--- src/rtl/data_mem_pkg.sv ---
// Address map and region decode for the CPU data-memory port.
// Latency: n/a (constants and a combinational decode helper).
// Backpressure: n/a.
package data_mem_pkg;

  // I/O window occupies 0x0000 .. RAM_BEGIN-1; the CPU core's STACK_BEGIN tracks RAM_BEGIN.
  localparam logic [15:0] INPUT_ADDR  = 16'h0000;
  localparam logic [15:0] SEG1_ADDR   = 16'h0001;
  localparam logic [15:0] SEG2_ADDR   = 16'h0002;
  localparam logic [15:0] STATUS_ADDR = 16'h0003;
  localparam logic [15:0] RAM_BEGIN   = 16'h0010;

  typedef enum logic [2:0] {
    REG_INPUT,
    REG_SEG1,
    REG_SEG2,
    REG_STATUS,
    REG_RAM,
    REG_NONE,
    REG_OOB
  } region_t;

  // Priority decode of a word address. The RAM upper bound is compared in
  // 32 bits so a RAM window reaching 0xFFFF cannot wrap.
  function automatic region_t decode_region(input logic [15:0] addr,
                                            input int unsigned ram_words);
    region_t r;
    if (addr == INPUT_ADDR)                                    r = REG_INPUT;
    else if (addr == SEG1_ADDR)                                r = REG_SEG1;
    else if (addr == SEG2_ADDR)                                r = REG_SEG2;
    else if (addr == STATUS_ADDR)                              r = REG_STATUS;
    else if (addr < RAM_BEGIN)                                 r = REG_NONE;
    else if ({16'h0, addr} < ({16'h0, RAM_BEGIN} + ram_words)) r = REG_RAM;
    else                                                       r = REG_OOB;
    return r;
  endfunction

endpackage

--- src/rtl/data_mem_ram.sv ---
// Single-port word RAM, written to map onto block RAM; contents are never reset.
// Latency: 1 clock read, read-before-write on a same-address write.
// Backpressure: none; one access per clock.
//   clock - rising-edge clock     we - write strobe     addr - word index
//   wdat  - write data            rdat - registered read data (old word on write)
module data_mem_ram
  import data_mem_pkg::*;
#(
  parameter int ADDR_BITS = 8
) (
  input  logic                 clock,
  input  logic                 we,
  input  logic [ADDR_BITS-1:0] addr,
  input  logic [15:0]          wdat,
  output logic [15:0]          rdat
);

  logic [15:0] mem [2**ADDR_BITS];
  logic [15:0] rdat_q;

  always_ff @(posedge clock) begin
    if (we) begin
      mem[addr] <= wdat;
    end
    rdat_q <= mem[addr];
  end

  assign rdat = rdat_q;

endmodule

--- src/rtl/data_mem_responder.sv ---
// Responder for the stack CPU data port: I/O window (switches, SEG1/2, status) plus word RAM.
// Latency: 1 clock read every cycle (read-before-write); writes land on the sampling edge.
// Backpressure: none; the CPU may issue an access every clock.
//   clock, reset_n            - clock and async active-low reset
//   address_ram/data_ram/wren_ram -> q_ram : CPU data port
//   switches -> (2-flop sync) ; SEG1/SEG2 : display registers
module data_mem_responder
  import data_mem_pkg::*;
#(
  parameter int RAM_ADDR_BITS = 8
) (
  input  logic        clock,
  input  logic        reset_n,
  input  logic [15:0] address_ram,
  input  logic [15:0] data_ram,
  input  logic        wren_ram,
  output logic [15:0] q_ram,
  input  logic [15:0] switches,
  output logic [15:0] SEG1,
  output logic [15:0] SEG2
);

  localparam int unsigned RAM_WORDS = 32'd1 << RAM_ADDR_BITS;

  region_t                  region;
  region_t                  region_d, region_q;
  logic [15:0]              io_rd_d, io_rd_q;
  logic [15:0]              sync1_d, sync1_q;
  logic [15:0]              sync2_d, sync2_q;
  logic [15:0]              seg1_d, seg1_q;
  logic [15:0]              seg2_d, seg2_q;
  logic                     chg_d, chg_q;
  logic                     oob_d, oob_q;
  logic [RAM_ADDR_BITS-1:0] ram_idx;
  logic                     ram_we;
  logic [15:0]              ram_rdat;

  assign region  = decode_region(address_ram, RAM_WORDS);
  assign ram_idx = RAM_ADDR_BITS'(address_ram - RAM_BEGIN);
  // The RAM has no reset, so a write must be squashed while reset is held.
  assign ram_we  = wren_ram && (region == REG_RAM) && reset_n;

  data_mem_ram #(
    .ADDR_BITS (RAM_ADDR_BITS)
  ) u_ram (
    .clock (clock),
    .we    (ram_we),
    .addr  (ram_idx),
    .wdat  (data_ram),
    .rdat  (ram_rdat)
  );

  always_comb begin
    sync1_d  = switches;
    sync2_d  = sync1_q;
    seg1_d   = seg1_q;
    seg2_d   = seg2_q;
    region_d = region;
    io_rd_d  = 16'h0000;
    chg_d    = chg_q;
    oob_d    = oob_q;

    // A status read clears the sticky bits; a same-edge set event overrides it.
    if (region == REG_STATUS) begin
      chg_d = 1'b0;
      oob_d = 1'b0;
    end
    if (sync2_q != sync1_q) chg_d = 1'b1;
    if (region == REG_OOB)  oob_d = 1'b1;

    case (region)
      REG_INPUT:  io_rd_d = sync2_q;
      REG_SEG1: begin
        io_rd_d = seg1_q;
        if (wren_ram) seg1_d = data_ram;
      end
      REG_SEG2: begin
        io_rd_d = seg2_q;
        if (wren_ram) seg2_d = data_ram;
      end
      REG_STATUS: io_rd_d = {13'b0, oob_q, chg_q, 1'b1};
      default:    io_rd_d = 16'h0000;
    endcase
  end

  always_ff @(posedge clock or negedge reset_n) begin
    if (!reset_n) begin
      sync1_q  <= 16'h0000;
      sync2_q  <= 16'h0000;
      seg1_q   <= 16'h0000;
      seg2_q   <= 16'h0000;
      region_q <= REG_NONE;
      io_rd_q  <= 16'h0000;
      chg_q    <= 1'b0;
      oob_q    <= 1'b0;
    end else begin
      sync1_q  <= sync1_d;
      sync2_q  <= sync2_d;
      seg1_q   <= seg1_d;
      seg2_q   <= seg2_d;
      region_q <= region_d;
      io_rd_q  <= io_rd_d;
      chg_q    <= chg_d;
      oob_q    <= oob_d;
    end
  end

  // Region registered alongside the access steers between the RAM output and I/O data.
  assign q_ram = (region_q == REG_RAM) ? ram_rdat : io_rd_q;
  assign SEG1  = seg1_q;
  assign SEG2  = seg2_q;

endmodule

--- config.mk ---
export PLATFORM = sky130hd
export DESIGN_NAME = data_mem_responder
export DESIGN_NICKNAME = d
export VERILOG_FILES = /design/src/rtl/data_mem_pkg.sv /design/src/rtl/data_mem_ram.sv /design/src/rtl/data_mem_responder.sv
export SDC_FILE = /design/constraint.sdc
export NUM_CORES = 2
export LEC_CHECK = 0
export CORE_ASPECT_RATIO = 0.6
export CORE_MARGIN = 4
export CORE_UTILIZATION = 48
export DETAILED_ROUTE_END_ITERATION = 10
export HOLD_SLACK_MARGIN = 0.06
export REMOVE_ABC_BUFFERS = 1
export SLEW_MARGIN = 20
export SYNTH_ARGS = -nofsm -noshare
export SYNTH_HDL_FRONTEND = slang
export SYNTH_HIERARCHICAL = 1
export SYNTH_SLANG_ARGS = --single-unit
--- constraint.sdc ---
create_clock -name clock -period 4.4 [get_ports clock]
set_input_delay 0.88 -clock clock [delete_from_list [all_inputs] [get_ports clock]]
set_output_delay 0.88 -clock clock [all_outputs]
set_load 0.03 [all_outputs]
==> out/results.tsv <==
metric	value	unit
status	complete, no violations	
ys_seq_elements	4197	
period_share	86.94	%
drtPass1Iterations	5	
synth_cells	6982	
place.detailed.hpwl	283.1	mm
synth-seq-area-share	78.91	%
fin_skew	0.04622	ns
power_density	432.5	nW/um^2
worst-path-buf-inv	7	
slowest_delay	0.52	ns
cts_inserted_buffers	369	
crit_slowest_cell	nor4_1	
max_freq	261.4	MHz
yosys_cell_types	44	
area_growth	16.54	%
largest_net_degree_at_the_start_of_global_routing	104	
endpoint_kind	register	
whs_endpoint	u_ram/mem[227][12]	
clock_path_buffers	4	
path_class_of_the_lowest_slack_min_delay_path	in2reg	
cts_tree	yes	
crit_chain	clkdlybuf4s50_1 -> buf_4 -> nor4_1 -> or3_1 -> nand2_1 -> nor2_1 -> buf_4 -> inv_1 -> nor2_1 -> buf_4 -> nand2_1 -> buf_4 -> nor2_1 -> buf_4	
fp.dieH	453.8	um
synth.cells.most_frequent	edfxtp_1 (4,096), mux4_2 (1,024), a22oi_1 (522)	
timing.critical_path.arrival	4.42	ns
dr_total_vias	80830	
grt_first_pass_wirelength	620.5	mm
avgViaCountPerCell	6.441	
netlist.top_cell.by_area	edfxtp_1	
post-cts-setup-buffer-count	0	
placedCellCount	11880	
report.final.slew_viol_count	0	
track_usage	26.02	%
clock-root-buffer	clkbuf_16	
crit_family	simple AND/OR/NAND/NOR gates	
finalHoldWorstSlack	0.3858	ns
count_of_flip_flops_with_a_built_in_enable_after_synthesis	4096	
fraction_of_final_layout_cells_sized_beyond_drive_strength_1	31.20	%
die-area	340800	um^2
port_buffers	98	
finalWirelength	445.8	mm
vdd_drop_max	375.8	uV
gp_congestion	0.9000	
instances_no_fill	12550	
hold_path.startpoint	data_ram[12]	
rows	163	
h_tree_lvls	5	
tritoncts_num_sinks	4197	
slew_headroom	20.14	%
max_cap_viol_count	0	
synth_most_common_cell	edfxtp_1	
synth_top_cells_by_area	edfxtp_1 (77%), mux4_2 (15%), a22oi_1 (2.5%)	
crit-reg2reg-launch	u_ram/mem[171][7]	
first_global_vias	77490	
wl_per_cell	35.52	um
worst_path_most_repeated_cell	buf_4	
global_route.overflow_total	0	
hold_path_depth	1	
dr.first_iter.drc_count	13260	
fraction_of_synthesized_cell_area_taken_by_the_top_area_cell_type	77.36	%
postSynthAreaPerCell	22.77	um^2
num_io_pins	99	
nNetsFinal	7930	
clkTransAtPathRegs	0.07	ns
path_class	in2reg	
worst-r2r-setup-slack	1.48	ns
worstSetupStartpointType	input pin	
fin_crit	3.825	ns
antenna_found_initial	26	
ys_async_sr_fraction	2.025	%
floorplan.initialDensity	48.30	%
reg2regPathDepth	7	
leakagePower	58.13	nW
remaining_drc_errors	0	
timing_hold_violations_final	0	
die_x	751.0	um
worst-path-max-fanout	13	
synth.cell_area	159000	um^2
core_footprint	329200	um^2
cts.repair.resized	0	
worst_slew_pin_slew	1.198	ns
rsz_0062_raised_after_global_routing	no	
worst-endpoint-required	5.00	ns
insertion_delay	0.94	ns
main_flop_type_after_synthesis	edfxtp_1	
regToRegEndpoint	u_ram/rdat[7]	
yosysWarningCount	6	
final-setup-viol-count	0	
postRouteAntennaNets	0	
==> cells by family (layout without fill, tap and decap cells) <==
logic type	count (synthesis)	in the layout	synth area share (%)
buffers and inverters	436	1620	1.257
AND/OR/NAND/NOR	389	389	1.097
adder cells (fa/ha/maj)	1	1	0.007869
multiplexers	1072	1072	14.89
AO/OA/AOI/OAI	869	869	3.741
XOR/XNOR	18	18	0.09916
flip-flops	4197	4197	78.91
other	0	11	0
==> worst reg2reg max path: stages (launching register included) <==
cell and delay [ns]:
edfxtp_1 0.36, mux4_2 0.48, a22oi_1 0.56, a21oi_1 0.52, o41ai_1 0.50, buf_4 0.19, nand4_1 0.07, buf_4 0.14
==> state kept, by name, indices dropped and copies added, names as in the netlist <==
name / count
oob_q: 1
io_rd_q: 16
u_ram/rdat: 16
SEG1: 16
u_ram/mem: 4096
chg_q: 1
region_q: 3
sync1_q: 16
sync2_q: 16
SEG2: 16
==> cell usage in the layout, fill, tap and decap left out, types with 4 or more instances in the layout <==
cell | Yosys | routed
edfxtp_1 | 4096 | 4096
mux4_2 | 1024 | 1024
buf_4 | 16 | 597
a22oi_1 | 522 | 522
clkbuf_16 | 0 | 374
a21oi_1 | 266 | 264
buf_12 | 0 | 261
nor2_1 | 238 | 225
clkinv_1 | 0 | 87
dfrtp_1 | 83 | 83
clkdlybuf4s50_1 | 0 | 79
clkbuf_1 | 255 | 75
clkinv_2 | 0 | 55
o41ai_1 | 64 | 37
bufinv_16 | 0 | 30
nor3_2 | 0 | 30
mux2_2 | 28 | 28
nand2_1 | 32 | 27
o41ai_2 | 0 | 27
nand4_1 | 23 | 23
mux2_4 | 20 | 20
clkinvlp_4 | 0 | 18
buf_8 | 0 | 17
nand3_1 | 24 | 16
xnor2_1 | 16 | 16
dfxtp_1 | 16 | 16
inv_6 | 0 | 12
diode_2 | 0 | 11
nor2_2 | 0 | 11
nand3_2 | 0 | 8
a22o_1 | 6 | 6
inv_1 | 5 | 5
nor3_1 | 35 | 5
nand2_2 | 0 | 5
nor4_1 | 4 | 4
a21o_1 | 4 | 4
nand2b_1 | 6 | 4
==> metrics by stage <==
step | power [mW] | util, % | instance area [um^2] | TNS [ns] | setup slack [ns]
after floorplan | 46.28 | - | 157000 | - | -9.168
final | 80.14 | 56.29 | 185300 | 0 | 0.5746
after global routing | 82.54 | 56.28 | 185300 | 0 | 0.4818
after detailed placement | 49.22 | 52.78 | 173700 | -50.51 | -0.2581
after CTS | 80.59 | 56.28 | 185200 | 0 | 0.5401
after global placement | 49.18 | 52.78 | 173700 | -80.88 | -0.2865
==> area by class of cell <==
type,count,area [um^2]
fill,23870,143900
sequential,4197,125400
multi-input combinational,2349,32040
timing repair buffer,956,10790
clock buffer,449,9641
tap,4372,5470
clock inverter,210,1843
antenna,11,27.53
inverter,5,18.77
==> power by group <==
part	internal [mW]	leakage [nW]	switching, mW	total [mW]
clock	17.4	5.57	14.4	31.8
sequential	43.9	38.0	0.0858	44.0
combinational	1.55	14.5	2.88	4.43
total	62.8	58.1	17.4	80.1
==> metal layers <==
layer	wire [um]	GRT usage, %	share of wire (%)
met1	185900	40.87	42
met2	189600	35.65	43
met3	61770	8.815	14
met4	8404	4.914	1.9
met5	92	0	0.021
==> timing repair <==
action	CTS	global route
hold endpoints to repair	21	0
endpoints found under the setup margin	0	0
hold buffers	1	0
==> how the worst max path moves through the flow <==
stage                        start            endpoint  slack, ns  cells past startpoint
floorplan           address_ram[3]   u_ram/mem[133][0]      -9.17                      3
global placement    address_ram[3]   u_ram/mem[189][1]      -0.29                     14
detailed placement  address_ram[2]   u_ram/mem[189][2]      -0.26                     14
CTS                    region_q[2]            q_ram[9]       0.54                      4
global route        address_ram[3]  u_ram/mem[189][12]       0.48                     14
finish              address_ram[2]   u_ram/mem[189][9]       0.57                     14
Power figures use the tool's default switching activity.
